===== config.mk =====
export PLATFORM = sky130hd
export DESIGN_NAME = lut_cfg_writer
export DESIGN_NICKNAME = d
export VERILOG_FILES = /design/src/rtl/lut_cfg_writer.sv
export SDC_FILE = /design/constraint.sdc
export NUM_CORES = 1
export LEC_CHECK = 0
export CAP_MARGIN = 30
export CORE_ASPECT_RATIO = 1.1
export CORE_UTILIZATION = 45
export DETAILED_ROUTE_END_ITERATION = 16
export PLACE_DENSITY = 0.64
export SYNTH_ARGS = -nofsm -noshare
export SYNTH_HDL_FRONTEND = slang
export SYNTH_SLANG_ARGS = --single-unit
export TNS_END_PERCENT = 30

===== constraint.sdc =====
create_clock -name clk_i -period 2.39 [get_ports clk_i]
set_clock_uncertainty 0.2 [all_clocks]
set_input_delay 0.5975 -clock clk_i [delete_from_list [all_inputs] [get_ports clk_i]]
set_output_delay 0.5975 -clock clk_i [all_outputs]
set_load 0.02 [all_outputs]

===== src/rtl/lut_cfg_writer.sv =====
// Run-time loadable 4-input LUT: a 16-bit truth table is shifted MSB first into a shadow register, then committed atomically.
// Optional serial readback of the previous table is enabled with the LUT_CFG_READBACK_EN macro.
module lut_cfg_writer #(
    parameter logic [15:0] INIT = 16'h0000
) (
    input  logic        clk_i,
    input  logic        rst_i,
    input  logic [15:0] cfg_data_i,
    input  logic        cfg_valid_i,
    output logic        cfg_ready_o,
    output logic        busy_o,
    output logic        cfg_done_o,
`ifdef LUT_CFG_READBACK_EN
    output logic        cfg_dout_o,
`endif
    input  logic [3:0]  lut_i,
    output logic        lut_o
);

    typedef enum logic [1:0] {
        S_IDLE   = 2'd0,
        S_SHIFT  = 2'd1,
        S_COMMIT = 2'd2
    } state_t;

    state_t      r_state;
    logic [15:0] r_table;
    logic [15:0] r_shadow;
    logic [15:0] r_load;
    logic [3:0]  r_cnt;
    logic        r_done;

    always_ff @(posedge clk_i) begin
        if (rst_i) begin
            r_state  <= S_IDLE;
            r_table  <= INIT;
            r_shadow <= 16'h0000;
            r_load   <= 16'h0000;
            r_cnt    <= 4'd0;
            r_done   <= 1'b0;
        end else begin
            r_done <= 1'b0;
            case (r_state)
                S_IDLE: begin
                    if (cfg_valid_i) begin
                        r_load <= cfg_data_i;
`ifdef LUT_CFG_READBACK_EN
                        // Preloading the old table lets it stream out of shadow[15] as the new word shifts in.
                        r_shadow <= r_table;
`else
                        r_shadow <= 16'h0000;
`endif
                        r_cnt   <= 4'd0;
                        r_state <= S_SHIFT;
                    end
                end
                S_SHIFT: begin
                    r_shadow <= {r_shadow[14:0], r_load[15]};
                    r_load   <= {r_load[14:0], 1'b0};
                    r_cnt    <= r_cnt + 4'd1;
                    if (r_cnt == 4'd15) begin
                        r_state <= S_COMMIT;
                    end
                end
                S_COMMIT: begin
                    r_table <= r_shadow;
                    r_done  <= 1'b1;
                    r_state <= S_IDLE;
                end
                default: begin
                    r_state <= S_IDLE;
                end
            endcase
        end
    end

    assign cfg_ready_o = (r_state == S_IDLE);
    assign busy_o      = (r_state != S_IDLE);
    assign cfg_done_o  = r_done;
`ifdef LUT_CFG_READBACK_EN
    assign cfg_dout_o  = (r_state == S_SHIFT) ? r_shadow[15] : 1'b0;
`endif

    // Only the committed table drives the lookup, so a partial load is never visible.
    assign lut_o = r_table[lut_i];

endmodule


==> results of run 1 <==
## state kept, by name, indices dropped and copies added, names as in the netlist
name and cells:
r_state 2, cfg_done_o 1, r_table 16, r_shadow 16
r_cnt 4, r_load 16
## logic make-up after synthesis
group,count (synthesis),synth area share
AOI/OAI and AO/OA,57,0.1714
DFF,55,0.4897
adders and majority gates,1,0.005564
and+or+nand+nor,113,0.2259
buffers and inverters,24,0.04786
muxes,7,0.05954
## power by group
group          internal, mW  total (mW)  switching, mW
registers             0.951       0.969         0.0185
clock network         0.306       0.597          0.291
logic                 0.115       0.232          0.117
total                  1.37        1.80          0.426
## final timing paths
check,start,to,depth (start not counted)
worst max-delay path,lut_i[0],lut_o,6
worst min-delay path,r_table[2]$_SDFFE_PP0P_,r_table[2]$_SDFFE_PP0P_,2
worst max register to register,r_state[0]$_SDFFE_PP0P_,r_table[3]$_SDFFE_PP0P_,4
worst min register to register,r_table[2]$_SDFFE_PP0P_,r_table[2]$_SDFFE_PP0P_,2
## what timing repair did
item	4_1_cts	5_1_grt
endpoints found under the setup margin	1	2
pin swaps	2	1
gates resized for setup	17	3
buffers inserted	0	0
## stage by stage
step | hold slack, ns | setup WS (ns) | area (um^2) | TNS, ns | power (mW)
after floorplan | 0.2315 | 0.09827 | 2248 | 0 | 1.133
after global placement | 0.2437 | -1.013 | 2586 | -1.013 | 1.221
after detailed placement | 0.2450 | -1.033 | 2586 | -1.033 | 1.222
after CTS | 0.2644 | -0.07248 | 2694 | -0.07248 | 1.819
after global routing | 0.2859 | -0.1019 | 2701 | -0.1019 | 1.896
final | 0.2641 | -0.06519 | 2701 | -0.06519 | 1.798
## area by class of cell
type | instances | area (um^2) | share of cell area
Inverter | 4 | 15.01 | 0.005558
Clock buffer | 5 | 68.82 | 0.02547
Clock inverter | 2 | 37.54 | 0.01390
Multi-Input combinational cell | 178 | 1045 | 0.3868
Tap cell | 56 | 70.07 | 0.02594
Timing Repair Buffer | 37 | 364.1 | 0.1348
Sequential cell | 55 | 1101 | 0.4076
## synth_stat cells (2+ instances only)
cell type and n:
a21oi_1 31, a222oi_1 2, a22o_1 18, a22oi_1 2
buf_2 11, clkbuf_1 8, dfxtp_1 55, inv_1 4
mux2_2 2, mux4_1 3, nand2_1 32, nand3_1 2
nor2_1 45, nor2b_1 14, nor3_1 13, nor3b_1 3
## metal layers
metal / global-route usage / up-vias / routed length [um]
li1: - / 923 / -
met1: 0.2256 / 860 / 2037
met2: 0.3204 / 33 / 2275
met3: 0.04497 / 2 / 146
met4: 0.07347 / 0 / 35
met5: 0 / - / 0
## worst register-to-register path, cell delays in order, from the launching register on
cell	delay (ns)
dfxtp_1	0.33
buf_4	0.29
nand2b_1	0.55
nand2_1	0.13
a21oi_1	0.15
==> flow_metrics.env, run 1 <==
export IMPL_netlist_area_um2=2248
export IMPL_syn_to_final_growth_pct=20.14
export IMPL_layout_common_cells="55 x dfxtp_1, 45 x nor2_1, 32 x nand2_1, 31 x a21oi_1, 22 x clkdlybuf4s50_1"
export IMPL_synth_enable_flop_cells=0
export IMPL_ctsLongestPathBuffers=2
export IMPL_fin_crit_sh=1.027
export IMPL_critPathBufInv=2
export IMPL_ant_nets=0
export IMPL_fin_ws_ns=-0.06519
export IMPL_crit_fanout=4
export IMPL_synth_ff_type="dfxtp_1"
export IMPL_startpoint_type="input pin"
export IMPL_coreArea_um2=4717
export IMPL_hold_class="register to register"
export IMPL_critPathSlowestCell="mux4_2"
export IMPL_async_flop_share=0
export IMPL_ys_top_cells_by_area="dfxtp_1 49%, nor2_1 7.5%, a22o_1 7.0%"
export IMPL_netlist_instances=257
export IMPL_ir_drop_v=0.0003541
export IMPL_cp_arrival_ns=1.66
export IMPL_routedWlPerCell_um=13.34
export IMPL_grt_usage=0.1876
export IMPL_pin_count=27
export IMPL_rows=26
export IMPL_drc_errors=0
export IMPL_relSlewSlack=0.5943
export IMPL_slew_viol_final=0
export IMPL_synth_warning_count=0
export IMPL_cts_sinks=55
export IMPL_globalRouteOverflowTotal=0
export IMPL_drtPass1Iterations=4
export IMPL_num_nets_final=305
export IMPL_criticalPathCategory="input pin to output pin"
export IMPL_root_buffer="clkbuf_8"
export IMPL_grt_pass1_vias=1717
export IMPL_tightest_slew_ns=0.6086
export IMPL_dpl_cell_count=330
export IMPL_insertion_delay_ns=0.30
export IMPL_max_freq_ghz=0.4073
export IMPL_hold_buffers=0
export IMPL_rsz0062_at_grt="yes"
export IMPL_hold_viol_final=0
export IMPL_grt_max_degree=35
export IMPL_avgSynthCellArea_um2=8.749
export IMPL_initial_utilization=0.4767
export IMPL_wirelength_um=4494
export IMPL_die_w_um=69.40
export IMPL_max_cap_violations=0
export IMPL_dp_hpwl_um=3030
export IMPL_fp_dieH_um=76.14
export IMPL_setup_viol=1
export IMPL_cts_tree="built"
export IMPL_yosysSeqAreaShare=0.4897
export IMPL_ys_seq_elements=55
export IMPL_yosysUniqueCellTypes=28
export IMPL_drive_above_1_share=0.1068
export IMPL_p_leak_nw=1.056
export IMPL_vias_per_cell=5.395
export IMPL_utilization=0.5727
export IMPL_yosysTopAreaCellShare=0.4897
export IMPL_cp_cell_sequence="buf_8 -> mux4_2 -> nor2b_4 -> a211oi_2 -> a21oi_1 -> buf_4"
export IMPL_yosys_area_top_type="dfxtp_1"
export IMPL_dieArea_um2=5283
export IMPL_p_per_area_nw_per_um2=665.8
export IMPL_clk_pin_slew_ns=0.09
export IMPL_io_buffer_count=26
export IMPL_synth_nets=281
export IMPL_r2r_slack_ns=0.68
export IMPL_fin_crit_ns=2.455
export IMPL_violations="setup timing"
export IMPL_worst_ep_required_time_ns=1.59
export IMPL_cp_top_family="multiplexers"
export IMPL_grt_pass1_wl_um=7935
export IMPL_final_common_cell="dfxtp_1"
export IMPL_finalNonFillerCells=337
export IMPL_gp_congestion=0.7239
export IMPL_outcome="finished, violations left"
export IMPL_fillers=445
export IMPL_antenna_found_initial=0
export IMPL_endpoint_kind="output pin"
export IMPL_critPathMaxStageDelay_ns=0.49
export IMPL_cts_htree_levels=2
export IMPL_cts_buffers=5
export IMPL_vias=1818
export IMPL_antenna_cells=0
export IMPL_drtIter0Drc=127
Note: power is estimated with default switching activity, not from simulation.
==> run 2: changes to the inputs <==
- PLACE_DENSITY: 0.64 -> 0.63
==> flow_metrics.env, run 2 (synthesis gave the netlist of run 1 again) <==
export IMPL_relSlewSlack=0.5979
export IMPL_critPathSlowestCell="mux4_2"
export IMPL_globalRouteOverflowTotal=0
export IMPL_layout_common_cells="55 x dfxtp_1, 45 x nor2_1, 32 x nand2_1, 31 x a21oi_1, 22 x clkdlybuf4s50_1"
export IMPL_coreArea_um2=4717
export IMPL_grt_pass1_wl_um=7859
export IMPL_rows=26
export IMPL_root_buffer="clkbuf_8"
export IMPL_max_freq_ghz=0.4072
export IMPL_grt_usage=0.1800
export IMPL_worst_ep_required_time_ns=1.59
export IMPL_cts_buffers=5
export IMPL_dieArea_um2=5283
export IMPL_clk_pin_slew_ns=0.09
export IMPL_initial_utilization=0.4767
export IMPL_max_cap_violations=0
export IMPL_criticalPathCategory="input pin to output pin"
export IMPL_cp_top_family="multiplexers"
export IMPL_ir_drop_v=0.0002905
export IMPL_antenna_cells=0
export IMPL_startpoint_type="input pin"
export IMPL_hold_class="register to register"
export IMPL_antenna_found_initial=0
export IMPL_fin_crit_sh=1.027
export IMPL_insertion_delay_ns=0.30
export IMPL_drtIter0Drc=92
export IMPL_vias_per_cell=5.271
export IMPL_dp_hpwl_um=2932
export IMPL_setup_tns_ns=-0.06568
export IMPL_critPathBufInv=2
export IMPL_reg_largest_list="r_load (16), r_shadow (16), r_table (16)"
export IMPL_pin_count=27
export IMPL_outcome="finished, violations left"
export IMPL_violations="setup timing"
export IMPL_cp_cell_sequence="buf_8 -> mux4_2 -> nor2b_4 -> a211oi_2 -> a21oi_1 -> buf_4"
export IMPL_fin_crit_ns=2.456
export IMPL_tightest_slew_ns=0.6031
export IMPL_cts_tree="built"
export IMPL_syn_to_final_growth_pct=21.15
export IMPL_setup_viol=1
export IMPL_ctsLongestPathBuffers=2
export IMPL_drc_errors=0
export IMPL_finalPower_mw=1.909
export IMPL_fillers=415
export IMPL_rsz0062_at_grt="yes"
export IMPL_wirelength_um=4329
export IMPL_fin_ws_ns=-0.06568
export IMPL_die_w_um=69.40
export IMPL_hold_viol_final=0
export IMPL_endpoint_kind="output pin"
export IMPL_crit_fanout=4
export IMPL_gp_congestion=0.6849
export IMPL_grt_pass1_vias=1759
export IMPL_p_per_area_nw_per_um2=700.8
export IMPL_ant_nets=0
export IMPL_fp_dieH_um=76.14
export IMPL_cts_htree_levels=2
export IMPL_grt_max_degree=35
export IMPL_drtPass1Iterations=4
export IMPL_num_nets_final=306
export IMPL_r2r_slack_ns=0.69
export IMPL_critPathMaxStageDelay_ns=0.48
export IMPL_slew_viol_final=0
export IMPL_drive_above_1_share=0.1095
export IMPL_cp_arrival_ns=1.66
export IMPL_final_common_cell="dfxtp_1"
export IMPL_cp_depth=6
export IMPL_routedWlPerCell_um=12.77
export IMPL_vias=1787
export IMPL_p_leak_nw=1.080
export IMPL_io_buffer_count=26
export IMPL_r2r_cells=4
export IMPL_cts_sinks=55
export IMPL_holdPathStages=2
==> run 2: cell types whose count changed in the layout (fill, tap and decap cells not counted) <==
cell | previous run | this run
buf_12 | 1 | 0
clkdlybuf4s15_1 | 1 | 0
clkdlybuf4s15_2 | 0 | 1
mux4_1 | 1 | 2
mux4_2 | 3 | 2
buf_4 | 10 | 13
clkbuf_1 | 0 | 1
bufinv_16 | 1 | 2
buf_6 | 1 | 0
clkinvlp_4 | 1 | 0
==> run 2: per-layer routing <==
metal	share of wire	GRT usage
met1	0.48	0.2254
met2	0.47	0.3029
met3	0.033	0.04497
met4	0.0076	0.05510
met5	0	0
==> run 2: path summary, 6_finish.rpt <==
path	startpoint	to
setup / recovery	lut_i[0]	lut_o
hold reg to reg	r_table[7]$_SDFFE_PP0P_	r_table[7]$_SDFFE_PP0P_
setup reg to reg	r_state[0]$_SDFFE_PP0P_	r_table[3]$_SDFFE_PP0P_
hold / removal	r_table[7]$_SDFFE_PP0P_	r_table[7]$_SDFFE_PP0P_
==> run 2: power breakdown <==
group | internal, mW | leakage, nW | switching (mW)
clock network | 0.419 | 0.0654 | 0.291
registers | 0.951 | 0.447 | 0.0193
logic | 0.114 | 0.568 | 0.115
total | 1.48 | 1.08 | 0.426
==> run 2: area by class of cell <==
class	count	area [um^2]	area share
flip-flops and latches	55	1101	0.4042
clock buffers	6	72.57	0.02664
clock inverters	2	60.06	0.02205
multi-input cells	178	1049	0.3849
well taps	56	70.07	0.02572
repair buffers	38	356.6	0.1309
inverters	4	15.01	0.005512
==> run 2: tightest hold or removal path, cell delays in order, from the launching register on <==
cell and delay, ns:
dfxtp_1 0.32, nand2_1 0.05, a21oi_1 0.05
==> run 2: what timing repair did <==
| item | in CTS | in global routing |
|---|---|---|
| setup endpoints to repair | 1 | 2 |
| endpoints found under the hold margin | 0 | 0 |
| pin swaps | 1 | 0 |
| gates cloned | 0 | 0 |
| gates resized for setup | 18 | 1 |
| hold buffers | 0 | 0 |
| buffers inserted | 0 | 0 |
==> run 2: per-stage QoR <==
stage | util | cell area (um^2) | hold WS (ns) | setup slack [ns] | instances
after floorplan | - | 2248 | 0.2315 | 0.09827 | 257
after global placement | 0.5472 | 2581 | 0.2448 | -1.014 | 331
after detailed placement | 0.5472 | 2581 | 0.2433 | -1.026 | 331
after CTS | 0.5769 | 2721 | 0.2629 | -0.06745 | 339
after global routing | 0.5775 | 2724 | 0.2780 | -0.1421 | 339
final | 0.5775 | 2724 | 0.2592 | -0.06568 | 339
==> run 3: changes to the inputs <==
- CORE_MARGIN: unset -> 10
- clock period: 2.39 -> 3 ns (I/O delays scaled with it)
==> flow_metrics.env, run 3 (synthesis gave the netlist of run 1 again) <==
export IMPL_outcome="finished, final reports clean"
export IMPL_p_leak_nw=1.054
export IMPL_fin_crit_sh=0.9548
export IMPL_critPathBufInv=2
export IMPL_max_cap_violations=0
export IMPL_syn_to_final_growth_pct=18.36
export IMPL_antenna_cells=0
export IMPL_hold_buffers=0
export IMPL_utilization=0.5603
export IMPL_grt_pass1_wl_um=7803
export IMPL_ir_drop_v=0.0002950
export IMPL_ctsLongestPathBuffers=2
export IMPL_grt_pass1_vias=1669
export IMPL_layout_common_cells="55 x dfxtp_1, 45 x nor2_1, 32 x nand2_1, 31 x a21oi_1, 23 x clkdlybuf4s50_1"
export IMPL_critPathSlowestCell="mux4_2"
export IMPL_drtIter0Drc=54
export IMPL_rsz0062_at_grt="no"
export IMPL_max_freq_ghz=0.3491
export IMPL_cp_arrival_ns=1.91
export IMPL_vias=1752
export IMPL_drc_errors=0
export IMPL_crit_fanout=4
export IMPL_critPathMaxStageDelay_ns=0.49
export IMPL_fp_dieH_um=94.14
export IMPL_antenna_found_initial=0
export IMPL_hold_class="register to register"
export IMPL_cp_top_family="multiplexers"
export IMPL_coreArea_um2=4750
export IMPL_vias_per_cell=5.214
export IMPL_routedWlPerCell_um=13.61
export IMPL_gp_congestion=0.7238
export IMPL_r2r_cells=4
export IMPL_drtPass1Iterations=5
export IMPL_clk_pin_slew_ns=0.10
export IMPL_cts_sinks=55
export IMPL_insertion_delay_ns=0.30
export IMPL_dieArea_um2=8227
export IMPL_grt_usage=0.1146
export IMPL_ant_nets=0
export IMPL_initial_utilization=0.4734
export IMPL_io_buffer_count=26
export IMPL_globalRouteOverflowTotal=0
export IMPL_hold_viol_final=0
export IMPL_grt_max_degree=35
export IMPL_cts_tree="built"
export IMPL_criticalPathCategory="input pin to output pin"
export IMPL_wirelength_um=4572
export IMPL_worst_ep_required_time_ns=2.05
export IMPL_fin_crit_ns=2.864
export IMPL_drive_above_1_share=0.09286
export IMPL_p_per_area_nw_per_um2=535.1
export IMPL_cp_cell_sequence="buf_2 -> mux4_2 -> nor2b_1 -> a211oi_2 -> a21oi_1 -> buf_2"
export IMPL_path_common_cell="buf_2"
export IMPL_tightest_slew_ns=0.5916
export IMPL_relSlewSlack=0.6056
export IMPL_rows=26
export IMPL_endpoint_kind="output pin"
export IMPL_dp_hpwl_um=3271
export IMPL_setup_viol=0
export IMPL_cts_htree_levels=2
export IMPL_cts_buffers=5
export IMPL_startpoint_type="input pin"
export IMPL_pin_count=27
export IMPL_holdPathStages=2
export IMPL_num_nets_final=304
export IMPL_slew_viol_final=0
export IMPL_die_w_um=87.40
export IMPL_cp_depth=6
export IMPL_reg_largest_list="r_load (16), r_shadow (16), r_table (16)"
export IMPL_hold_slack_ns=0.2582
export IMPL_final_common_cell="dfxtp_1"
export IMPL_root_buffer="clkbuf_8"
run 3: power breakdown:
group | leakage [nW] | switching (mW) | internal, mW
Clock | 0.0502 | 0.229 | 0.244
Combinational | 0.556 | 0.0923 | 0.0864
Sequential | 0.447 | 0.0142 | 0.758
Total | 1.05 | 0.336 | 1.09
run 3: worst min-delay path, stage by stage, from the launching register on:
cell and delay (ns):
dfxtp_1 0.32, nand2_1 0.05, a21oi_1 0.05
run 3: final cells by class:
class / count / area (um^2)
Inverter: 4 / 15.01
Timing Repair Buffer: 36 / 324.1
Tap cell: 56 / 70.07
Clock inverter: 2 / 37.54
Fill cell: 444 / 2088
Multi-Input combinational cell: 178 / 1045
Clock buffer: 5 / 68.82
Sequential cell: 55 / 1101
run 3: path summary, 6_finish.rpt:
kind,start,slack [ns],end
min,r_table[9]$_SDFFE_PP0P_,0.26,r_table[9]$_SDFFE_PP0P_
min reg2reg,r_table[9]$_SDFFE_PP0P_,0.26,r_table[9]$_SDFFE_PP0P_
max,lut_i[0],0.14,lut_o
max reg2reg,r_state[0]$_SDFFE_PP0P_,1.24,r_shadow[4]$_SDFFE_PP0P_
run 3: per-layer routing:
layer | GRT usage | vias up | wire length, um
met2 | 0.1814 | 24 | 2073
met4 | 0.03590 | 0 | 57
met5 | 0 | - | 0
met1 | 0.1425 | 798 | 2250
li1 | - | 924 | -
met3 | 0.03819 | 6 | 190
run 3: repair_timing:
item / 4_1_cts / 5_1_grt
endpoints found under the setup margin: 1 / 1
gates resized for setup: 8 / 1
buffers inserted: 0 / 0
cloned: 0 / 0
run 3: per-stage QoR:
step           setup TNS (ns)  area, um^2  worst slack, ns  std cells  total power, mW
6_report                    0        2661           0.1355        336            1.424
2_1_floorplan               0        2248           0.4033        257           0.9027
5_1_grt                     0        2661          0.09435        336            1.488
3_5_place_dp          -0.7289        2566          -0.7289        329           0.9710
4_1_cts                     0        2668          0.01886        336            1.444
3_3_place_gp          -0.7087        2566          -0.7087        329           0.9697
